$ cat config.mk
export PLATFORM = sky130hd
export DESIGN_NAME = sample_i2s_tx
export DESIGN_NICKNAME = d
export VERILOG_FILES = /design/src/rtl/sample_i2s_tx.sv
export SDC_FILE = /design/constraint.sdc
export NUM_CORES = 1
export LEC_CHECK = 0
export CAP_MARGIN = 25
export CORE_MARGIN = 1
export CORE_UTILIZATION = 58
export DETAILED_ROUTE_END_ITERATION = 16
export PLACE_DENSITY = 0.8
export SLEW_MARGIN = 20
export SYNTH_ARGS = -nofsm -noshare
export SYNTH_HDL_FRONTEND = slang
export SYNTH_SLANG_ARGS = --single-unit
$ cat constraint.sdc
create_clock -name clk -period 3 [get_ports clk]
set_input_delay 0.75 -clock clk [delete_from_list [all_inputs] [get_ports clk]]
set_output_delay 0.75 -clock clk [all_outputs]
set_load 0.01 [all_outputs]
$ cat src/rtl/sample_i2s_tx.sv
// sample_i2s_tx
//   Mono I2S transmitter for the 8-bit WSG mixer output. Samples are queued
//   in a small FIFO, converted from unsigned offset to 16-bit two's
//   complement, and shifted out MSB first in both the left and right slots
//   of each 32-bit frame.
//
// Ports
//   clk          in   system clock, all logic on its rising edge
//   rst_n        in   asynchronous active-low reset
//   sample_in    in   [7:0] unsigned sample, 0x80 is midscale
//   sample_valid in   sample_in valid this cycle
//   sample_ready out  FIFO can accept a sample (combinational from level)
//   underrun_clr in   clears the sticky underrun flag
//   i2s_bclk     out  serial bit clock, period 2*BCLK_DIV clk
//   i2s_lrclk    out  word select, 0 = left, 1 = right
//   i2s_sdata    out  serial data, MSB first, changes on BCLK falling edges
//   fifo_level   out  [$clog2(FIFO_DEPTH):0] FIFO occupancy
//   underrun     out  sticky, set when a frame starts with the FIFO empty
module sample_i2s_tx #(
    parameter int BCLK_DIV   = 4,
    parameter int FIFO_DEPTH = 4
) (
    input  logic                          clk,
    input  logic                          rst_n,
    input  logic [7:0]                    sample_in,
    input  logic                          sample_valid,
    output logic                          sample_ready,
    input  logic                          underrun_clr,
    output logic                          i2s_bclk,
    output logic                          i2s_lrclk,
    output logic                          i2s_sdata,
    output logic [$clog2(FIFO_DEPTH):0]   fifo_level,
    output logic                          underrun
);

    localparam int AW = $clog2(FIFO_DEPTH);
    localparam int LW = AW + 1;
    localparam logic [7:0]    DIV_LAST = 8'(BCLK_DIV - 1);
    localparam logic [LW-1:0] LVL_FULL = LW'(FIFO_DEPTH);

    logic [7:0]    div_cnt;
    logic [4:0]    bit_cnt;
    logic [4:0]    bit_next;
    logic [15:0]   out_word;
    logic [7:0]    mem [FIFO_DEPTH];
    logic [AW-1:0] wr_ptr;
    logic [AW-1:0] rd_ptr;

    logic          bclk_wrap;
    logic          bclk_fall;
    logic          frame_load;
    logic          fifo_empty;
    logic          push;
    logic          pop;
    logic          lrclk_next;
    logic          sdata_next;

    assign sample_ready = (fifo_level != LVL_FULL);
    assign fifo_empty   = (fifo_level == '0);
    assign push         = sample_valid && sample_ready;

    assign bclk_wrap  = (div_cnt == DIV_LAST);
    assign bclk_fall  = bclk_wrap && i2s_bclk;
    assign bit_next   = bit_cnt + 5'd1;

    // The next frame's word is fetched on the last bit of the current frame,
    // so the new MSB appears one BCLK later at n = 0.
    assign frame_load = bclk_fall && (bit_next == 5'd31);
    assign pop        = frame_load && !fifo_empty;

    // Word select leads the slot by one bit: high for n = 15..30.
    assign lrclk_next = (bit_next >= 5'd15) && (bit_next != 5'd31);
    assign sdata_next = out_word[4'd15 - bit_next[3:0]];

    // Bit clock divider
    always_ff @(posedge clk or negedge rst_n) begin
        if (!rst_n) begin
            div_cnt  <= '0;
            i2s_bclk <= 1'b0;
        end else if (bclk_wrap) begin
            div_cnt  <= '0;
            i2s_bclk <= ~i2s_bclk;
        end else begin
            div_cnt  <= div_cnt + 8'd1;
        end
    end

    // Serialiser: bit counter, word select and data all move on BCLK falls
    always_ff @(posedge clk or negedge rst_n) begin
        if (!rst_n) begin
            bit_cnt   <= 5'd31;
            i2s_lrclk <= 1'b0;
            i2s_sdata <= 1'b0;
            out_word  <= 16'h0000;
        end else if (bclk_fall) begin
            bit_cnt   <= bit_next;
            i2s_lrclk <= lrclk_next;
            i2s_sdata <= sdata_next;
            if (pop) begin
                out_word <= {mem[rd_ptr] ^ 8'h80, 8'h00};
            end
        end
    end

    // FIFO storage needs no reset; the pointers define what is valid.
    always_ff @(posedge clk) begin
        if (push) begin
            mem[wr_ptr] <= sample_in;
        end
    end

    always_ff @(posedge clk or negedge rst_n) begin
        if (!rst_n) begin
            wr_ptr     <= '0;
            rd_ptr     <= '0;
            fifo_level <= '0;
        end else begin
            if (push) begin
                wr_ptr <= wr_ptr + AW'(1);
            end
            if (pop) begin
                rd_ptr <= rd_ptr + AW'(1);
            end
            case ({push, pop})
                2'b10:   fifo_level <= fifo_level + LW'(1);
                2'b01:   fifo_level <= fifo_level - LW'(1);
                default: fifo_level <= fifo_level;
            endcase
        end
    end

    // Set wins over clear so an underrun is never lost.
    always_ff @(posedge clk or negedge rst_n) begin
        if (!rst_n) begin
            underrun <= 1'b0;
        end else if (frame_load && fifo_empty) begin
            underrun <= 1'b1;
        end else if (underrun_clr) begin
            underrun <= 1'b0;
        end
    end

endmodule

==> results of run 1 <==
-- final cells by class --
type | count | share of cell area [%]
clock buffer | 11 | 4.38
sequential | 64 | 54.7
multi-input combinational | 100 | 29.9
inverter | 9 | 1.05
timing repair buffer | 20 | 6.12
tap | 52 | 2.01
clock inverter | 5 | 1.78
-- worst max-delay path by stage --
| stage | from | to | slack [ps] | cells past startpoint |
|---|---|---|---|---|
| after floorplan | div_cnt[0]$_DFF_PN0_ | fifo_level[2]$_DFFE_PN0P_ | 560 | 11 |
| after global placement | bit_cnt[0]$_DFFE_PN1P_ | fifo_level[2]$_DFFE_PN0P_ | 390 | 10 |
| after detailed placement | bit_cnt[0]$_DFFE_PN1P_ | fifo_level[2]$_DFFE_PN0P_ | 290 | 10 |
| after CTS | bit_cnt[0]$_DFFE_PN1P_ | fifo_level[2]$_DFFE_PN0P_ | 260 | 10 |
| after global routing | bit_cnt[0]$_DFFE_PN1P_ | fifo_level[2]$_DFFE_PN0P_ | 90 | 10 |
| final | bit_cnt[0]$_DFFE_PN1P_ | fifo_level[2]$_DFFE_PN0P_ | 280 | 10 |
-- layout by cell type (no fill, tap or decap), drive strengths merged, types with 2 or more instances in the layout --
cell type	instances
clkinv	2
mux2	8
ha	8
clkdlybuf4s50	19
dfstp	5
a21boi	2
nor3	2
and2	3
mux4	10
nor2	6
mux2i	3
xor2	7
xnor2	12
a2111oi	2
nand2	5
dfrtp	27
inv	9
clkinvlp	2
and3	6
o21ai	2
clkbuf	11
nand3	9
edfxtp	32
-- kinds of logic (layout without fill, tap and decap cells) --
logic type,count (synthesis),after routing,share of synthesized area (%)
buf+inv,14,45,2.06
compound gates,13,13,4.30
simple gates,38,38,7.71
flops,64,64,63.3
mux,21,21,12.4
fa+ha+maj,9,9,4.30
xor+xnor,19,19,5.96
-- worst max-delay path, delay by kind of cell (launching register included) --
family	cells	cell delay (ps)
simple gates	3	500
flops	1	650
compound gates	1	220
xor+xnor	2	300
fa+ha+maj	3	920
buf+inv	1	60
-- layer usage --
| layer | share of wire (%) | wire length, um |
|---|---|---|
| met5 | 0 | 0 |
| met4 | 1.3 | 57 |
| met3 | 3.3 | 145 |
| met2 | 51 | 2270 |
| met1 | 44 | 1960 |
-- flip-flops by register name, indices dropped and copies added, names as in the netlist --
name	flops
rd_ptr	2
i2s_sdata	1
div_cnt	8
i2s_lrclk	1
underrun	1
out_word	8
bit_cnt	5
mem	32
fifo_level	3
wr_ptr	2
i2s_bclk	1
-- metrics by stage --
stage                     area, um^2  hold WS [ps]  utilization (%)
after floorplan                 2790           454                -
after global placement          3030           461             67.3
after detailed placement        3030           475             67.3
after CTS                       3230           491             71.7
after global routing            3230           504             71.7
final                           3230           485             71.7
-- power groups by stage --
stage / Clock [mW] / Sequential (mW) / Combinational, mW
final: 0.731 / 1.11 / 0.324
after global placement: 0 / 1.12 / 0.306
after CTS: 0.745 / 1.11 / 0.332
after floorplan: 0 / 1.12 / 0.184
after detailed placement: 0 / 1.13 / 0.329
after global routing: 0.779 / 1.12 / 0.362
==> flow_metrics.py, run 1 <==
metrics = {
    "drt": {
        "vias_per_cell": 5.68,
        "drcViolationCount": 1,
        "drt_iter0_markers": 54,
        "postRouteAntennaNets": 0,
        "first_pass_iters": 11,
        "wl_mm": 4.44,
        "wl_per_cell_um": 17.0,
        "via_count": 1482,
    },
    "sta": {
        "slew_headroom_pct": 51.4,
        "setup_slack_ps": 276,
        "fin_skew_ps": 9.94,
        "setup_tns_ps": 0,
        "rsz0062_at_grt": "no",
        "min_period_ps": 2720,
        "setup_viol": 0,
        "finalHoldViolations": 0,
        "max_freq_ghz": 0.367,
        "slew_viol_final": 0,
        "timing.final.crit_share_pct": 90.8,
        "tightest_slew_ps": 729,
    },
    "clocking": {
        "clkLatencyLatePin_ps": 340,
        "max-clock-path-buffers": 2,
        "path_clk_slew_ps": 70,
        "cts_tree": "done",
        "clock_sinks": 64,
        "cts_root_buffer": "clkbuf_8",
        "cts_buffers": 9,
        "h-tree-depth": 3,
        "postCtsHoldBufs": 0,
        "cts_resized": 0,
        "postCtsSetupBuffers": 0,
    },
    "die": {
        "die_w_um": 71.4,
        "row_count": 24,
        "pin_count": 20,
        "core_um2": 4500,
        "die_h_um": 71.4,
        "dieArea_um2": 5100,
        "start_util_pct": 62.0,
    },
    "global_route": {
        "grt.busiest_layer": "met2",
        "grt-ovfl-total": 0,
        "grt_use_total_pct": 20.6,
        "gr-usage-met1_pct": 24.3,
        "grt_use_met3_pct": 6.33,
        "grt.met2_usage_pct": 34.9,
        "grt_max_degree": 33,
        "antenna_found_initial": 0,
        "grt_pass1_wl_mm": 7.53,
        "grt_pass1_vias": 1601,
    },
    "power": {
        "p_int_mw": 1.61,
        "power_mw": 2.17,
        "pwr-share-seq_pct": 51.4,
        "power_density_nw_per_um2": 671,
        "ir_drop_v": 0.000473,
        "p_switching_mw": 0.560,
        "leakage_nw": 1.27,
        "combinationalPowerShare_pct": 14.9,
        "clock_power_share_pct": 33.7,
        "switching_share_pct": 25.8,
    },
    "yosys": {
        "synth_area_per_cell_um2": 15.7,
        "ys_types": 41,
        "synth.area.top_cells": "edfxtp_1 (34%), dfrtp_1 (24%), mux4_2 (8.1%), dfstp_2 (4.7%), xnor2_1 (3.8%)",
        "yosysTopAreaCell": "edfxtp_1",
        "synth_common_cells": "edfxtp_1 (32), dfrtp_1 (27), xnor2_1 (12)",
        "netlist.area_leader.share_pct": 34.4,
        "synthesis.area_um2": 2790,
        "syn-num-nets": 199,
        "synth_edf_count": 32,
        "syn_inst": 178,
        "yosysWarnings": 0,
        "ys_async_sr_fraction_pct": 50.0,
        "yosysSeqAreaShare_pct": 63.3,
        "yosysMostFrequentCell": "edfxtp_1",
        "ys.flop_type": "edfxtp_1",
        "synth_seq_cells": 64,
    },
    "status": {
        "violations": "DRC",
        "status": "complete, but fails checks",
    },
    "layout": {
        "multiInputGateArea_um2": 967,
        "final_nets": 225,
        "regArea_um2": 1770,
        "n_fill_cell": 291,
        "synthToLayoutAreaGrowth_pct": 15.7,
        "drive_gt1_share_pct": 19.6,
        "finalNonFillerCells": 261,
        "num_antenna_cells": 0,
    },
    "worst_hold_path": {
        "min_path_cells": 2,
        "hold_path.startpoint": "i2s_sdata$_DFFE_PN0P_",
        "holdPathEnd": "i2s_sdata$_DFFE_PN0P_",
        "hold_path.class": "flip-flop to flip-flop",
    },
    "worst_setup_path": {
        "endpoint_kind": "flip-flop",
        "path_max_fanout": 10,
        "path_class": "flip-flop to flip-flop",
        "path_cells": "ha_1 > nand3b_1 > a21o_1 > nor3_1 > ha_1 > inv_1 > fa_1 > xor2_1 > nor2_1 > xor2_1",
        "reg2reg_from": "bit_cnt[0]$_DFFE_PN1P_",
        "slowest_stage": "dfstp_2",
        "worstRegToRegCells": 10,
        "critPathRequiredTime_ps": 3260,
        "cpPeakStageDelay_ps": 650,
        "r2r_slack_ps": 280,
        "arrival_ps": 2990,
        "worst_r2r_endpoint": "fifo_level[2]$_DFFE_PN0P_",
        "setup.worst_path.start_class": "flip-flop",
    },
    "placed_design": {
        "dpl.hpwl_mm": 3.03,
        "place_ws_ps": 290,
        "dp.cells": 245,
        "port-buffer-count": 19,
        "gp_congestion": 0.793,
    },
    "job": {
        "maxCapViolations": 0,
    },
}
(Power assumes the default switching activity.)
==> run 2, diff against run 1 <==
--- a/config.mk
+++ b/config.mk
@@ -10,7 +10,7 @@
 export CORE_UTILIZATION = 58
 export DETAILED_ROUTE_END_ITERATION = 16
 export PLACE_DENSITY = 0.8
-export SLEW_MARGIN = 20
+export RECOVER_POWER = 25
 export SYNTH_ARGS = -nofsm -noshare
 export SYNTH_HDL_FRONTEND = slang
 export SYNTH_SLANG_ARGS = --single-unit
==> constraint.sdc (replaced) <==
create_clock -name clk -period 2.8 [get_ports clk]
set_input_delay 0.7 -clock clk [delete_from_list [all_inputs] [get_ports clk]]
set_output_delay 0.7 -clock clk [all_outputs]
set_load 0.01 [all_outputs]
==> run 2 against run 1 <==
  * The run still ends with DRC left
  * Critical path depth is 1 higher
  * Total power increased by 1.8%
  * Combinational power is 11% higher
  * Worst hold slack worse by 3.9 ps
  * Utilization increased by 0.81 points
  * Largest cell class unchanged
  * Highest routed layer unchanged
==> flow_metrics.py, run 2 (synthesis gave the netlist of run 1 again) <==
metrics = {
    "sta": {
        "slew_headroom_pct": 57.9,
        "setup_tns_ps": 0,
        "finalHoldViolations": 0,
        "slew_viol_final": 0,
        "setup_viol": 0,
        "max_freq_ghz": 0.384,
        "fin_skew_ps": 6.48,
        "timing.final.crit_share_pct": 93.1,
        "min_period_ps": 2610,
        "tightest_slew_ps": 632,
        "rsz0062_at_grt": "no",
    },
    "drt": {
        "vias_per_cell": 5.65,
        "drt_iter0_markers": 55,
        "via_count": 1513,
        "postRouteAntennaNets": 0,
        "drcViolationCount": 1,
        "wl_per_cell_um": 17.1,
        "wl_mm": 4.60,
        "first_pass_iters": 10,
    },
    "global_route": {
        "grt-ovfl-total": 0,
        "grt_use_total_pct": 20.4,
        "grt.met2_usage_pct": 33.4,
        "grt_pass1_vias": 1564,
        "grt_max_degree": 33,
        "grt.busiest_layer": "met2",
        "antenna_found_initial": 0,
        "gr-usage-met1_pct": 24.6,
        "grt_pass1_wl_mm": 7.40,
        "grt_use_met3_pct": 6.05,
    },
    "clocking": {
        "path_clk_slew_ps": 70,
        "h-tree-depth": 3,
        "cts_root_buffer": "clkbuf_8",
        "cts_tree": "done",
        "clock_sinks": 64,
        "clkLatencyLatePin_ps": 340,
        "max-clock-path-buffers": 2,
        "cts_buffers": 9,
    },
    "status": {
        "violations": "DRC",
        "status": "complete, but fails checks",
    },
    "placed_design": {
        "gp_congestion": 0.869,
        "dpl.hpwl_mm": 3.02,
        "port-buffer-count": 19,
    },
    "worst_setup_path": {
        "arrival_ps": 2860,
        "critPathRequiredTime_ps": 3060,
        "path_class": "flip-flop to flip-flop",
        "path_depth": 11,
        "slowest_stage": "dfstp_2",
        "endpoint_kind": "flip-flop",
        "setup.worst_path.start_class": "flip-flop",
        "cpPeakStageDelay_ps": 620,
        "cp_common_cell": "xor2_1",
        "critical_path.top_delay_family": "flip-flops",
        "worstRegToRegCells": 11,
        "worst-path-buf-inv": 2,
        "path_max_fanout": 7,
        "path_cells": "buf_4 > and3b_1 > o21ai_1 > a21o_1 > nor3_2 > ha_2 > inv_1 > fa_1 > xor2_1 > nor2_1 > xor2_1",
    },
    "layout": {
        "synthToLayoutAreaGrowth_pct": 17.0,
        "n_fill_cell": 282,
        "drive_gt1_share_pct": 22.7,
        "largest_reg_flops": 32,
        "final_cell_mix": "edfxtp_1 (32), dfrtp_1 (27), xnor2_1 (12)",
        "top_register": "mem",
        "num_antenna_cells": 0,
        "top_regs": "mem: 32 flops, div_cnt: 8 flops, out_word: 8 flops",
        "final_nets": 232,
        "mostFrequentLayoutCell": "edfxtp_1",
    },
    "die": {
        "die_h_um": 71.4,
        "die_w_um": 71.4,
        "start_util_pct": 62.0,
        "core_um2": 4500,
        "row_count": 24,
        "dieArea_um2": 5100,
        "pin_count": 20,
    },
    "power": {
        "leakage_nw": 1.29,
        "power_density_nw_per_um2": 676,
        "power_mw": 2.21,
        "ir_drop_v": 0.000471,
    },
    "worst_hold_path": {
        "hold_path.class": "flip-flop to flip-flop",
        "min_path_cells": 2,
    },
    "job": {
        "maxCapViolations": 0,
    },
}
-- run 2: cell count changes in the layout (fill, tap and decap cells not counted), sizes merged --
cell | previous run | this run
dlygate4sd3 | 0 | 8
bufinv | 1 | 0
clkdlybuf4s50 | 19 | 11
clkinv | 2 | 5
clkbuf | 11 | 9
buf | 1 | 8
-- run 2: worst min-delay path: cells and delay by family (launching register included) --
family             cells  cell delay [ps]
DFF                    1              340
and+or+nand+nor        1               50
AOI/OAI and AO/OA      1               60
-- run 2: metrics by stage --
stage	instances	instance area (um^2)	utilization (%)	worst slack (ps)	hold WS, ps
after floorplan	178	2790	-	364	404
after global placement	247	3050	67.6	193	463
after detailed placement	247	3050	67.6	59.9	475
after CTS	263	3210	71.3	38.5	490
after global routing	268	3270	72.5	27.6	530
final	268	3270	72.5	194	481
-- run 2: path summary, 6_finish.rpt --
check	from	end	slack, ps
max	bit_cnt[0]$_DFFE_PN1P_	fifo_level[2]$_DFFE_PN0P_	190
min	i2s_sdata$_DFFE_PN0P_	i2s_sdata$_DFFE_PN0P_	480
max reg2reg	bit_cnt[0]$_DFFE_PN1P_	fifo_level[2]$_DFFE_PN0P_	190
min reg2reg	i2s_sdata$_DFFE_PN0P_	i2s_sdata$_DFFE_PN0P_	480
max in group asynchronous	rst_n	bit_cnt[4]$_DFFE_PN1P_	1720
min in group asynchronous	rst_n	div_cnt[2]$_DFF_PN0_	750
-- run 2: metal layers --
metal	vias to the layer above	part of all wire (%)	wire length, um
met4	0	2.9	132
met3	12	3.3	150
met5	-	0	0
met1	747	43	1970
met2	26	51	2340
li1	728	-	-
-- run 2: power breakdown --
| part | leakage [nW] | switching [mW] | internal (mW) |
|---|---|---|---|
| sequential | 0.707 | 0.0600 | 1.13 |
| combinational | 0.504 | 0.199 | 0.161 |
| clock | 0.0754 | 0.345 | 0.309 |
-- run 2: cell type report --
type | instances | area, um^2 | area share [%]
Timing Repair Buffer | 27 | 250 | 7.66
Multi-Input combinational cell | 100 | 987 | 30.2
Clock buffer | 9 | 124 | 3.79
Sequential cell | 64 | 1770 | 54.1
Tap cell | 52 | 65.1 | 1.99
Inverter | 9 | 33.8 | 1.03
Clock inverter | 7 | 38.8 | 1.19
-- run 2: what timing repair did --
action | 4_1_cts | 5_1_grt
setup endpoints to repair | 0 | 1
buffers inserted | 0 | 5
hold buffers | 0 | 0
resized for setup | 0 | 4
==> run 3, diff against run 2 <==
--- a/config.mk
+++ b/config.mk
@@ -5,11 +5,11 @@
 export SDC_FILE = /design/constraint.sdc
 export NUM_CORES = 1
 export LEC_CHECK = 0
-export CAP_MARGIN = 25
+export ABC_CLOCK_PERIOD_IN_PS = 2800
 export CORE_MARGIN = 1
 export CORE_UTILIZATION = 58
 export DETAILED_ROUTE_END_ITERATION = 16
-export PLACE_DENSITY = 0.8
+export PLACE_DENSITY_LB_ADDON = 0.15
 export RECOVER_POWER = 25
 export SYNTH_ARGS = -nofsm -noshare
 export SYNTH_HDL_FRONTEND = slang
==> run 3 against run 2 <==
  * The run now ends clean
  * Clock power grew 8.4%
  * First-iteration DRC count grew 13%
  * Final area grew 0.23%
  * Worst hold slack gained 13 ps
  * Total power grew 2.3%
  * Cell count shrank 0.75%
  * Wire length shrank 0.81%
  * Clock skew shrank 0.94 ps
  * Utilization grew 0.17 points
  * Sequential cell count is the same
  * Via count grew 2.7%
  * Largest cell class unchanged
  * Highest routed layer unchanged
==> flow_metrics.py, run 3 (synthesis gave the netlist of run 1 again) <==
metrics = {
    "status": {
        "status": "finished clean",
    },
    "global_route": {
        "grt.met2_usage_pct": 35.6,
        "grt-ovfl-total": 0,
        "grt.busiest_layer": "met2",
        "grt_pass1_vias": 1664,
        "gr-usage-met1_pct": 24.6,
        "grt_max_degree": 33,
        "grt_pass1_wl_mm": 7.68,
        "grt_use_met3_pct": 4.22,
        "antenna_found_initial": 0,
        "grt_use_total_pct": 20.6,
    },
    "drt": {
        "drcViolationCount": 0,
        "via_count": 1554,
        "vias_per_cell": 5.84,
        "first_pass_iters": 4,
        "wl_per_cell_um": 17.1,
        "postRouteAntennaNets": 0,
        "wl_mm": 4.56,
        "drt_iter0_markers": 62,
    },
    "clocking": {
        "path_clk_slew_ps": 70,
        "clkLatencyLatePin_ps": 330,
        "cts_tree": "done",
        "clock_sinks": 64,
        "cts_root_buffer": "clkbuf_8",
        "postCtsHoldBufs": 0,
        "h-tree-depth": 3,
        "cts_buffers": 9,
        "max-clock-path-buffers": 2,
    },
    "sta": {
        "timing.final.crit_share_pct": 93.9,
        "max_freq_ghz": 0.380,
        "fin_skew_ps": 5.54,
        "setup_viol": 0,
        "finalHoldViolations": 0,
        "slew_headroom_pct": 57.3,
        "min_period_ps": 2630,
        "slew_viol_final": 0,
        "tightest_slew_ps": 640,
    },
    "layout": {
        "synthToLayoutAreaGrowth_pct": 17.2,
        "utilization_pct": 72.7,
        "n_fill_cell": 281,
        "finalNonFillerCells": 266,
        "final_nets": 230,
        "top_regs": "mem: 32 flops, div_cnt: 8 flops, out_word: 8 flops",
        "largest_reg_flops": 32,
        "mostFrequentLayoutCell": "edfxtp_1",
        "final_cell_mix": "edfxtp_1 (32), dfrtp_1 (27), xnor2_1 (12)",
        "multiInputGateArea_um2": 991,
        "drive_gt1_share_pct": 24.3,
        "top_register": "mem",
        "regArea_um2": 1770,
        "num_antenna_cells": 0,
    },
    "power": {
        "ir_drop_v": 0.000490,
        "power_density_nw_per_um2": 690,
        "leakage_nw": 1.28,
    },
    "worst_setup_path": {
        "path_class": "flip-flop to flip-flop",
        "arrival_ps": 2890,
        "crit_start": "bit_cnt[0]$_DFFE_PN1P_",
        "endpoint_kind": "flip-flop",
        "path_max_fanout": 9,
        "reg2reg_from": "bit_cnt[0]$_DFFE_PN1P_",
        "worstRegToRegCells": 10,
        "setup.worst_path.start_class": "flip-flop",
        "critPathRequiredTime_ps": 3060,
    },
    "placed_design": {
        "dpl.hpwl_mm": 3.03,
        "gp_congestion": 0.775,
        "dp.cells": 247,
        "port-buffer-count": 19,
    },
    "job": {
        "maxCapViolations": 0,
    },
    "worst_hold_path": {
        "min_path_cells": 1,
        "hold_path.startpoint": "div_cnt[7]$_DFF_PN0_",
        "hold_path.class": "flip-flop to flip-flop",
    },
    "die": {
        "dieArea_um2": 5100,
        "pin_count": 20,
        "core_um2": 4500,
        "row_count": 24,
        "die_w_um": 71.4,
        "die_h_um": 71.4,
        "start_util_pct": 62.0,
    },
}
==> run 3: stage by stage <==
stage | power (mW) | TNS, ps | area [um^2] | setup slack [ps] | hold WS [ps]
after global placement | 1.53 | 0 | 3050 | 186 | 462
after global routing | 2.36 | -3.29 | 3270 | -3.29 | 528
final | 2.26 | 0 | 3270 | 171 | 494
after detailed placement | 1.57 | 0 | 3050 | 1.15 | 480
after CTS | 2.28 | 0 | 3230 | 23.8 | 495
after floorplan | 1.40 | 0 | 2790 | 364 | 404
==> run 3: path summary, 6_finish.rpt <==
check	to	slack, ps
max	fifo_level[2]$_DFFE_PN0P_	170
min	div_cnt[7]$_DFF_PN0_	490
max reg2reg	fifo_level[2]$_DFFE_PN0P_	170
min reg2reg	div_cnt[7]$_DFF_PN0_	490
max in group asynchronous	bit_cnt[0]$_DFFE_PN1P_	1720
min in group asynchronous	i2s_lrclk$_DFFE_PN0P_	760
==> run 3: final cells by class <==
| type | count | share of cell area, % |
|---|---|---|
| well taps | 52 | 1.99 |
| inverters | 9 | 1.03 |
| clock buffers | 10 | 4.20 |
| repair buffers | 25 | 7.18 |
| multi-input cells | 100 | 30.3 |
| clock inverters | 6 | 1.34 |
| flip-flops and latches | 64 | 54.0 |
==> run 3: power breakdown <==
group / leakage (nW) / switching (mW) / internal [mW] / total, mW
clock network: 0.0809 / 0.365 / 0.346 / 0.710
logic: 0.495 / 0.197 / 0.159 / 0.356
registers: 0.707 / 0.0603 / 1.13 / 1.19
==> run 3: worst max-delay path: stages (launching register included) <==
cell and delay [ps]:
dfstp_2 650, ha_4 210, nand3b_1 160, a21o_1 230
nor3_2 170, ha_2 210, inv_1 60, fa_1 380
xor2_1 160, nor2_1 130, xor2_1 170
==> run 3: what timing repair did <==
item                                    in CTS  in global routing
buffers inserted                             0                  3
resized for setup                            1                  5
endpoints found under the setup margin       1                  1
==> run 3: layer usage <==
| metal | share of wire [%] | up-vias |
|---|---|---|
| met5 | 0 | - |
| met4 | 1.7 | 0 |
| met3 | 3.0 | 8 |
| met2 | 53 | 31 |
| met1 | 42 | 792 |
| li1 | - | 723 |
